===== src/rtl/rom_pc_sequencer_pkg.sv =====
// Shared definitions for the ROM CPU program-counter sequencer: opcode map,
// default widths and the sticky fault-bit indices.
package rom_pc_sequencer_pkg;

  localparam int ADDR_W_DEF      = 16;
  localparam int TGT_W_DEF       = 8;
  localparam int STACK_DEPTH_DEF = 8;

  typedef enum logic [3:0] {
    OP_NOP  = 4'h0,
    OP_JMP  = 4'h1,
    OP_BLE  = 4'h2,
    OP_BGE  = 4'h3,
    OP_CALL = 4'h4,
    OP_RET  = 4'h5,
    OP_LD   = 4'h6,
    OP_ST   = 4'h7,
    OP_ALU  = 4'h8,
    OP_VGA  = 4'h9
  } opcode_e;

  // Bit positions in the sticky fault vector; any set bit halts the sequencer.
  localparam int FAULT_OVF = 0;
  localparam int FAULT_UNF = 1;
  localparam int FAULT_W   = 2;

endpackage


===== src/rtl/rom_pc_sequencer_if.sv =====
// Decoder-to-sequencer bundle. Optional NOP-delay signals exist only when
// SEQ_NOP_DELAY_EN is defined.
interface rom_pc_sequencer_if
  import rom_pc_sequencer_pkg::*;
#(
  parameter int ADDR_W  = ADDR_W_DEF,
  parameter int TGT_W   = TGT_W_DEF,
  parameter int DEPTH_W = $clog2(STACK_DEPTH_DEF) + 1
);
  logic               iStall;
  logic               iJump;
  logic               iBranchTaken;
  logic               iCall;
  logic               iRet;
  logic [TGT_W-1:0]   iTarget;
`ifdef SEQ_NOP_DELAY_EN
  logic               iNop;
  logic [23:0]        iNopCount;
`endif
  logic [ADDR_W-1:0]  oAddress;
  logic [DEPTH_W-1:0] oStackDepth;
  logic               oOverflow;
  logic               oUnderflow;
  logic               oHalted;

  modport master (
    output iStall, iJump, iBranchTaken, iCall, iRet, iTarget,
`ifdef SEQ_NOP_DELAY_EN
    output iNop, iNopCount,
`endif
    input  oAddress, oStackDepth, oOverflow, oUnderflow, oHalted
  );

  modport slave (
    input  iStall, iJump, iBranchTaken, iCall, iRet, iTarget,
`ifdef SEQ_NOP_DELAY_EN
    input  iNop, iNopCount,
`endif
    output oAddress, oStackDepth, oOverflow, oUnderflow, oHalted
  );
endinterface


===== src/rtl/rom_pc_sequencer_call_stack.sv =====
// Return-address LIFO with a registered top-of-stack. The parent never issues
// push and pop together and never pushes when full or pops when empty.
module rom_pc_sequencer_call_stack #(
  parameter int ADDR_W      = 16,
  parameter int STACK_DEPTH = 8,
  localparam int PTR_W      = $clog2(STACK_DEPTH),
  localparam int DEPTH_W    = PTR_W + 1
) (
  input  logic               clk,
  input  logic               rst,
  input  logic               push,
  input  logic               pop,
  input  logic [ADDR_W-1:0]  din,
  output logic [ADDR_W-1:0]  tos,
  output logic [DEPTH_W-1:0] depth,
  output logic               full,
  output logic               empty
);
  logic [ADDR_W-1:0]  mem [STACK_DEPTH];
  logic [DEPTH_W-1:0] sp;
  logic [ADDR_W-1:0]  tos_q;
  logic [PTR_W-1:0]   below_idx;

  // Entry that becomes the new top after a pop (wraps harmlessly when sp==1).
  assign below_idx = sp[PTR_W-1:0] - PTR_W'(2);

  always_ff @(posedge clk) begin
    if (rst)       sp <= '0;
    else if (push) sp <= sp + DEPTH_W'(1);
    else if (pop)  sp <= sp - DEPTH_W'(1);
  end

  always_ff @(posedge clk) begin
    if (push) begin
      mem[sp[PTR_W-1:0]] <= din;
      tos_q              <= din;
    end else if (pop) begin
      tos_q <= mem[below_idx];
    end
  end

  assign tos   = tos_q;
  assign depth = sp;
  assign full  = (sp == DEPTH_W'(STACK_DEPTH));
  assign empty = (sp == '0);
endmodule


===== src/rtl/rom_pc_sequencer.sv =====
// PC / control-flow sequencer: RET > CALL > JMP/branch > PC+1, with return
// stack, stall freeze and sticky halt. Optional macro: SEQ_NOP_DELAY_EN.
module rom_pc_sequencer
  import rom_pc_sequencer_pkg::*;
#(
  parameter int ADDR_W      = ADDR_W_DEF,
  parameter int TGT_W       = TGT_W_DEF,
  parameter int STACK_DEPTH = STACK_DEPTH_DEF
) (
  input  logic             Clock,
  input  logic             Reset,
  rom_pc_sequencer_if.slave bus
);
  localparam int DEPTH_W = $clog2(STACK_DEPTH) + 1;

  logic [ADDR_W-1:0]  pc, pc_next, pc_inc, tgt, tos;
  logic [FAULT_W-1:0] fault, fault_set;
  logic               push, pop, full, empty, advance;
  logic [DEPTH_W-1:0] depth;
`ifdef SEQ_NOP_DELAY_EN
  logic [23:0]        nop_cnt, nop_cnt_next;
`endif

  assign pc_inc  = pc + ADDR_W'(1);
  assign tgt     = ADDR_W'(bus.iTarget);
  assign advance = !bus.iStall && (fault == '0);

  always_comb begin
    pc_next   = pc;
    push      = 1'b0;
    pop       = 1'b0;
    fault_set = '0;
`ifdef SEQ_NOP_DELAY_EN
    nop_cnt_next = nop_cnt;
    // A running NOP delay masks every strobe; PC moves on the last count.
    if (nop_cnt != 24'd0) begin
      if (!bus.iStall) begin
        nop_cnt_next = nop_cnt - 24'd1;
        if (nop_cnt == 24'd1) pc_next = pc_inc;
      end
    end else
`endif
    if (advance) begin
      if (bus.iRet) begin
        if (empty) fault_set[FAULT_UNF] = 1'b1;
        else begin
          pc_next = tos;
          pop     = 1'b1;
        end
      end else if (bus.iCall) begin
        if (full) fault_set[FAULT_OVF] = 1'b1;
        else begin
          pc_next = tgt;
          push    = 1'b1;
        end
      end else if (bus.iJump || bus.iBranchTaken) begin
        pc_next = tgt;
      end
`ifdef SEQ_NOP_DELAY_EN
      else if (bus.iNop && (bus.iNopCount != 24'd0)) begin
        nop_cnt_next = bus.iNopCount;
      end
`endif
      else begin
        pc_next = pc_inc;
      end
    end
  end

  always_ff @(posedge Clock) begin
    if (Reset) begin
      pc    <= '0;
      fault <= '0;
`ifdef SEQ_NOP_DELAY_EN
      nop_cnt <= 24'd0;
`endif
    end else begin
      pc    <= pc_next;
      fault <= fault | fault_set;
`ifdef SEQ_NOP_DELAY_EN
      nop_cnt <= nop_cnt_next;
`endif
    end
  end

  rom_pc_sequencer_call_stack #(
    .ADDR_W      (ADDR_W),
    .STACK_DEPTH (STACK_DEPTH)
  ) u_stack (
    .clk   (Clock),
    .rst   (Reset),
    .push  (push),
    .pop   (pop),
    .din   (pc_inc),
    .tos   (tos),
    .depth (depth),
    .full  (full),
    .empty (empty)
  );

  assign bus.oAddress    = pc;
  assign bus.oStackDepth = depth;
  assign bus.oOverflow   = fault[FAULT_OVF];
  assign bus.oUnderflow  = fault[FAULT_UNF];
  assign bus.oHalted     = |fault;
endmodule


===== src/flat_wrapper.sv =====
// flat-port wrapper written by rule: the top's interface ports become plain ports
module rom_pc_sequencer_flat import rom_pc_sequencer_pkg::*;
#(
  parameter int ADDR_W      = ADDR_W_DEF,
  parameter int TGT_W       = TGT_W_DEF,
  parameter int STACK_DEPTH = STACK_DEPTH_DEF
)
  (Clock, Reset, bus_iStall, bus_iJump, bus_iBranchTaken, bus_iCall, bus_iRet, bus_iTarget, bus_oAddress, bus_oStackDepth, bus_oOverflow, bus_oUnderflow, bus_oHalted);
  rom_pc_sequencer_if #(.ADDR_W(ADDR_W), .TGT_W(TGT_W)) bus_i ();
  input  logic Clock;
  input  logic Reset;
  input wire logic [$bits(bus_i.iStall)-1:0] bus_iStall;
  input wire logic [$bits(bus_i.iJump)-1:0] bus_iJump;
  input wire logic [$bits(bus_i.iBranchTaken)-1:0] bus_iBranchTaken;
  input wire logic [$bits(bus_i.iCall)-1:0] bus_iCall;
  input wire logic [$bits(bus_i.iRet)-1:0] bus_iRet;
  input wire logic [$bits(bus_i.iTarget)-1:0] bus_iTarget;
  output wire logic [$bits(bus_i.oAddress)-1:0] bus_oAddress;
  output wire logic [$bits(bus_i.oStackDepth)-1:0] bus_oStackDepth;
  output wire logic [$bits(bus_i.oOverflow)-1:0] bus_oOverflow;
  output wire logic [$bits(bus_i.oUnderflow)-1:0] bus_oUnderflow;
  output wire logic [$bits(bus_i.oHalted)-1:0] bus_oHalted;
  assign bus_i.iStall = bus_iStall;
  assign bus_i.iJump = bus_iJump;
  assign bus_i.iBranchTaken = bus_iBranchTaken;
  assign bus_i.iCall = bus_iCall;
  assign bus_i.iRet = bus_iRet;
  assign bus_i.iTarget = bus_iTarget;
  assign bus_oAddress = bus_i.oAddress;
  assign bus_oStackDepth = bus_i.oStackDepth;
  assign bus_oOverflow = bus_i.oOverflow;
  assign bus_oUnderflow = bus_i.oUnderflow;
  assign bus_oHalted = bus_i.oHalted;
  rom_pc_sequencer #(.ADDR_W(ADDR_W), .TGT_W(TGT_W), .STACK_DEPTH(STACK_DEPTH)) u_core (.Clock(Clock), .Reset(Reset), .bus(bus_i));
endmodule

===== config.mk =====
export PLATFORM = sky130hd
export DESIGN_NAME = rom_pc_sequencer_flat
export DESIGN_NICKNAME = d
export VERILOG_FILES = /design/src/rtl/rom_pc_sequencer_pkg.sv /design/src/rtl/rom_pc_sequencer_if.sv /design/src/rtl/rom_pc_sequencer_call_stack.sv /design/src/rtl/rom_pc_sequencer.sv /design/src/flat_wrapper.sv
export SDC_FILE = /design/constraint.sdc
export NUM_CORES = 1
export LEC_CHECK = 0
export BUFFER_PORTS_ARGS = -buffer_cell sky130_fd_sc_hd__buf_2
export CORE_MARGIN = 1
export CORE_UTILIZATION = 45
export DETAILED_ROUTE_END_ITERATION = 10
export SLEW_MARGIN = 20
export SYNTH_ARGS = -nofsm -noshare
export SYNTH_HDL_FRONTEND = slang
export SYNTH_SLANG_ARGS = --single-unit

===== constraint.sdc =====
create_clock -name Clock -period 5.2 [get_ports Clock]
set_input_delay 0.26 -clock Clock [delete_from_list [all_inputs] [get_ports Clock]]
set_output_delay 0.26 -clock Clock [all_outputs]
set_load 0.02 [all_outputs]

# ---- Word-level counts from Yosys, hierarchy flattened
# Memory sizes are Yosys's and may differ from the RTL's.
# Index checks and enable logic that the tools add are counted.
dict set report word_totals {
  input_bits 15
  output_inout_bits 23
  ramBits 128
  n_memories 1
  regBits 38
}
dict set report op_classes {
  muxes 24
  n_eq_ne 3
  n_bitwise 1
  n_reduce_logical 8
  add_sub_neg 4
}
# memory words word_bits read_ports rd_ports_with_merged_regs wr line_no
set memory_table {}
lappend memory_table {u_core.u_stack.mem 8 16 1 0 1 rom_pc_sequencer_call_stack.sv:19} ;# logic [ADDR_W-1:0] mem [STACK_DEPTH];
# operator count
set op_table {}
lappend op_table {{16-bit two-way mux} 7}
lappend op_table {{16-bit by 1-bit adder with 16-bit output, second input constant} 1}
lappend op_table {{1-bit two-way mux} 14}
lappend op_table {{4-bit two-way mux} 2}
lappend op_table {{4-bit by 1-bit adder with 4-bit output, second input constant} 1}
lappend op_table {{4-bit equality test, second input constant} 1}
lappend op_table {{4-bit logical NOT} 1}
lappend op_table {{4-bit by 1-bit subtractor with 4-bit output, second input constant} 1}
lappend op_table {{3-bit != test, second input constant} 1}
lappend op_table {{3-bit AND reduction} 1}
lappend op_table {{3-bit by 2-bit subtractor with 3-bit output, second input constant} 1}
lappend op_table {{2-bit logical NOT} 1}
lappend op_table {{2-bit two-way mux} 1}
lappend op_table {{2-bit != test, second input constant} 1}
lappend op_table {{2-bit OR} 1}
lappend op_table {{2-bit nonzero test} 1}
lappend op_table {{2-bit OR reduction} 1}
lappend op_table {{1-bit logical AND} 1}
lappend op_table {{1-bit logical NOT} 1}
lappend op_table {{1-bit logical OR} 1}

# ---- Logic depth before layout (Yosys ltp)
dict set report logic_depth {
  depth_word 7
  mapped_depth 9
  ltp_nobuf 8
}

# ---- Hierarchy
# From an unflattened synthesis, not the netlist that was laid out.
dict set report unflattened {
  cells_unflattened 507
  hier_area_um2 7328.3
}
# module cells_per_inst instances area_each_um2 seq_area_each_um2
set modules_own_cells {}
lappend modules_own_cells {rom_pc_sequencer_call_stack 338 1 5948.2 4404.2}
lappend modules_own_cells {rom_pc_sequencer 169 1 1380.1 360.3}

# ---- Least setup slack after synthesis
# No wires, ideal clock.
dict set report synth_path {
  kind {reg-to-reg}
  startpoint {register u_core.fault[1]}
  endpoint {memory u_core.u_stack.mem[4][0] (enable)}
  path_buffers 1
  arrival_time_ps 2628
  required_ps 4787
  setup_ps 413
  stages_incl_launch_ff 6
  path_slack_ps 2159
  cell_sequence {dfxtp_1 or3_1 buf_6 nor3_4 inv_2 nor3b_1}
}
dict set report synth_between {
  elab_chain_cells 5
}
# element line_no
set synth_rtl {}
lappend synth_rtl {{start, declared} rom_pc_sequencer.sv:17} ;# logic [FAULT_W-1:0] fault, fault_set;
lappend synth_rtl {{start signal, assigned} rom_pc_sequencer.sv:79} ;# fault <= fault | fault_set;
lappend synth_rtl {{2-bit logical NOT} rom_pc_sequencer.sv:26} ;# assign advance = !bus.iStall && (fault == '0);
lappend synth_rtl {{1-bit logical AND} rom_pc_sequencer.sv:26}
lappend synth_rtl {{1-bit two-way mux} rom_pc_sequencer.sv:43} ;# if (advance) begin
lappend synth_rtl {{1-bit two-way mux} rom_pc_sequencer_call_stack.sv:34} ;# if (push) begin
lappend synth_rtl {{1-bit two-way mux (implied by the code)} rom_pc_sequencer_call_stack.sv:35} ;# mem[sp[PTR_W-1:0]] <= din;
lappend synth_rtl {{end, declared} rom_pc_sequencer_call_stack.sv:19}
# Every way passes these cells.

# ---- Final worst setup path
dict set report layout_path {
  startpoint {register u_core.fault[1]}
  endpoint {register u_core.u_stack.sp[3] (netlist: u_core.u_stack.depth[3])}
}
dict set report layout_between {
  elab_chain_cells 4
  elab_cells_between_ends 6
  cone_classes {mux: 3; reduce/logical: 3}
}
# element line_no
set layout_rtl {}
lappend layout_rtl {{2-bit logical NOT *} rom_pc_sequencer.sv:26}
lappend layout_rtl {{1-bit logical AND *} rom_pc_sequencer.sv:26}
lappend layout_rtl {{1-bit two-way mux} rom_pc_sequencer.sv:43}
lappend layout_rtl {{4-bit two-way mux or 2-bit nonzero test (tied branches)} --}
lappend layout_rtl {{end signal, assigned} rom_pc_sequencer_call_stack.sv:29} ;# else if (push) sp <= sp + DEPTH_W'(1);
lappend layout_rtl {{end signal, assigned} rom_pc_sequencer_call_stack.sv:30} ;# else if (pop) sp <= sp - DEPTH_W'(1);
lappend layout_rtl {{end, declared} rom_pc_sequencer_call_stack.sv:20} ;# logic [DEPTH_W-1:0] sp;
# Every way passes the cells marked *; elsewhere a longest branch is shown, timed or not.
# A chain may end at the register's enable or synchronous reset.

==> impl_metrics.yaml <==
die:
  die_h_um: 128.7
  core-area_um2: 15430
  rows: 45
  die-area_um2: 16560
  die_w_um: 128.7
  start_util_pct: 46.80
  ios: 38
timing:
  rsz0062_at_grt: "false"
  finalCritPeriodShare_pct: 62.96
  fin_setup_tns_ps: 0
  slew_headroom_pct: 28.22
  slew_viol_final: 0
  max_freq_mhz: 305.5
  post-route-min-period_ps: 3274
  max_slew.worst_pin.slew_ps: 1077
  hold_viol_final: 0
  setup_violations: 0
  timing.final.ws_setup_ps: 1926
  skew_ps: 6.898
grt:
  grt_max_degree: 48
  grt_pass1_vias: 4213
  grt_antenna_before_repair: 0
  grt_pass1_wl_mm: 25.22
  grt_overflow_total: 0
  grt.total_usage_pct: 21.64
route:
  met1_length_mm: 7.390
  route.met2.wl_mm: 8.154
  vias_per_cell: 5.897
  drt_iter0_drc: 301
  vias: 4234
  post_drt_wl_per_cell_um: 23.22
  top_layer_used: "met4"
  dr.pass1.iters: 5
  wl_met3_um: 751
  routed_wirelength_mm: 16.67
  drc_errors: 0
  ant_nets: 0
synthesis:
  ys.flop_type: "edfxtp_1"
  synth.distinct_cells: 56
  synth_seq_cells: 166
  yosys_warnings: 0
  yosysSeqAreaShare_pct: 65.99
  yosys-top-cells-area: "edfxtp_1 (60%), mux4_2 (10%), dfxtp_1 (6.1%)"
  syn_avg_cell_area_um2: 15.90
  synthArstFlopShare_pct: 0
  synth_top_area_share_pct: 59.89
  synth.most_common_cell: "edfxtp_1"
  netlist_instances: 454
  syn_area_um2: 7221
  synth-edff-count: 144
  syn_nets: 477
  yosysTopAreaCell: "edfxtp_1"
  synthTopCellsByCount: "edfxtp_1 (144), mux4_2 (32), o21ai_0 (26)"
status:
  status: "finished clean"
layout:
  final_nets: 517
  n_fill_cell: 1296
  drive_above_1_share_pct: 25.84
  diodes: 0
  area_growth_pct: 13.53
  seq_area_um2: 4767
  multi_input_area_um2: 2285
  fin_cells: 718
critical_path:
  cp-end-kind: "flop"
  crit_type: "reg -> reg"
  cp.arrival_ps: 3590
  cp-start-kind: "flop"
  crit_fanout: 22
  required_ps: 5520
flow_run:
  maxCapViolations: 0
clock_network:
  post_cts_buffers: 0
  hold_buffers: 0
  clockBufferDepth: 2
  numCtsBuffers: 17
  clock-root-buffer: "clkbuf_16"
  ctsResizeCount: 0
  cts_tree: "done"
  clk_pin_slew_worst_paths_ps: 60
  worstSkewPairLatency_ps: 430
  clock_sink_count: 166
  cts_max_level: 4
place:
  dp_hpwl_mm: 9.976
  post-place-cells: 686
  io_buffers: 37
  routabilityCongestion: 0.7814
  place_ws_ps: 1914
pwr:
  power_density_nw_per_um2: 411.1
  max-vdd-ir-drop_mv: 0.2782
  p_leak_nw: 2.780
  p_total_mw: 3.370
min_path:
  hold_path.class: "in -> reg"
registers in the layout, summed over array words and instances (netlist names):
signal	cells
u_core.u_stack.mem	128
u_core.bus.oAddress	16
u_core.u_stack.tos	16
u_core.u_stack.depth	4
u_core.fault	2
report_power, final:
| group | internal (mW) | total, mW | switching, mW |
|---|---|---|---|
| Clock | 0.794 | 1.28 | 0.489 |
| Sequential | 1.54 | 1.58 | 0.0473 |
| Combinational | 0.199 | 0.503 | 0.304 |
cell type report:
| cell class | count | share of cell area, % |
|---|---|---|
| well taps | 211 | 3.220 |
| inverters | 10 | 0.4579 |
| multi-input cells | 253 | 27.87 |
| clock buffers | 28 | 6.059 |
| clock inverters | 4 | 1.160 |
| flip-flops and latches | 166 | 58.15 |
| repair buffers | 46 | 3.083 |
path summary, 6_finish.rpt:
| kind | from | end | slack, ps | depth (start not counted) |
|---|---|---|---|---|
| min | bus_iStall | u_core.u_stack.depth[1]$_SDFFE_PP0P_ | 180 | 4 |
| max | u_core.fault[1]$_SDFF_PP0_ | u_core.u_stack.depth[3]$_SDFFE_PP0P_ | 1930 | 8 |
| max reg2reg | u_core.fault[1]$_SDFF_PP0_ | u_core.u_stack.depth[3]$_SDFFE_PP0P_ | 1930 | 8 |
| min reg2reg | u_core.fault[1]$_SDFF_PP0_ | u_core.fault[1]$_SDFF_PP0_ | 500 | 2 |
metal layers:
metal / up-vias / global-route usage, %
li1: 1894 / -
met4: 0 / 9.758
met3: 24 / 3.784
met2: 130 / 34.75
met1: 2186 / 29.03
met5: - / 0
cells in the final DEF (no fill, tap or decap), drive strengths merged, types with 10 or more instances in the layout:
cell    netlist  final
dfxtp        22     22
a21oi        11     11
mux2i        12     12
clkbuf        9     28
a31oi        10     10
nor2         25     25
o21ai        26     26
edfxtp      144    144
nand2        19     19
buf          16     46
mux4         32     32
inv          10     10
stage by stage:
stage	util, %	cell area [um2]	hold slack (ps)
2_1_floorplan	-	7221	381.5
5_1_grt	53.14	8198	221.2
3_3_place_gp	49.27	7601	477.0
6_report	53.14	8198	179.5
3_5_place_dp	49.29	7604	496.7
4_1_cts	53.12	8195	165.8
critical path: stages, from the launching register on:
cell     delay [ps]
dfxtp_1         320
or3_1           530
nor3_4          740
inv_2           240
ha_1            410
nand3_1         110
a211o_1         310
a21oi_1         160
mux2_2          350
cell families after synthesis:
family                     share of synthesized area [%]
AOI/OAI and AO/OA                                  9.097
xor gates and xnor gates                           1.456
adders and majority gates                          1.490
buffers and inverters                              2.790
DFF                                                65.99
muxes                                              11.96
and+or+nand+nor                                    7.226
Note: power is estimated with default switching activity, not from simulation.
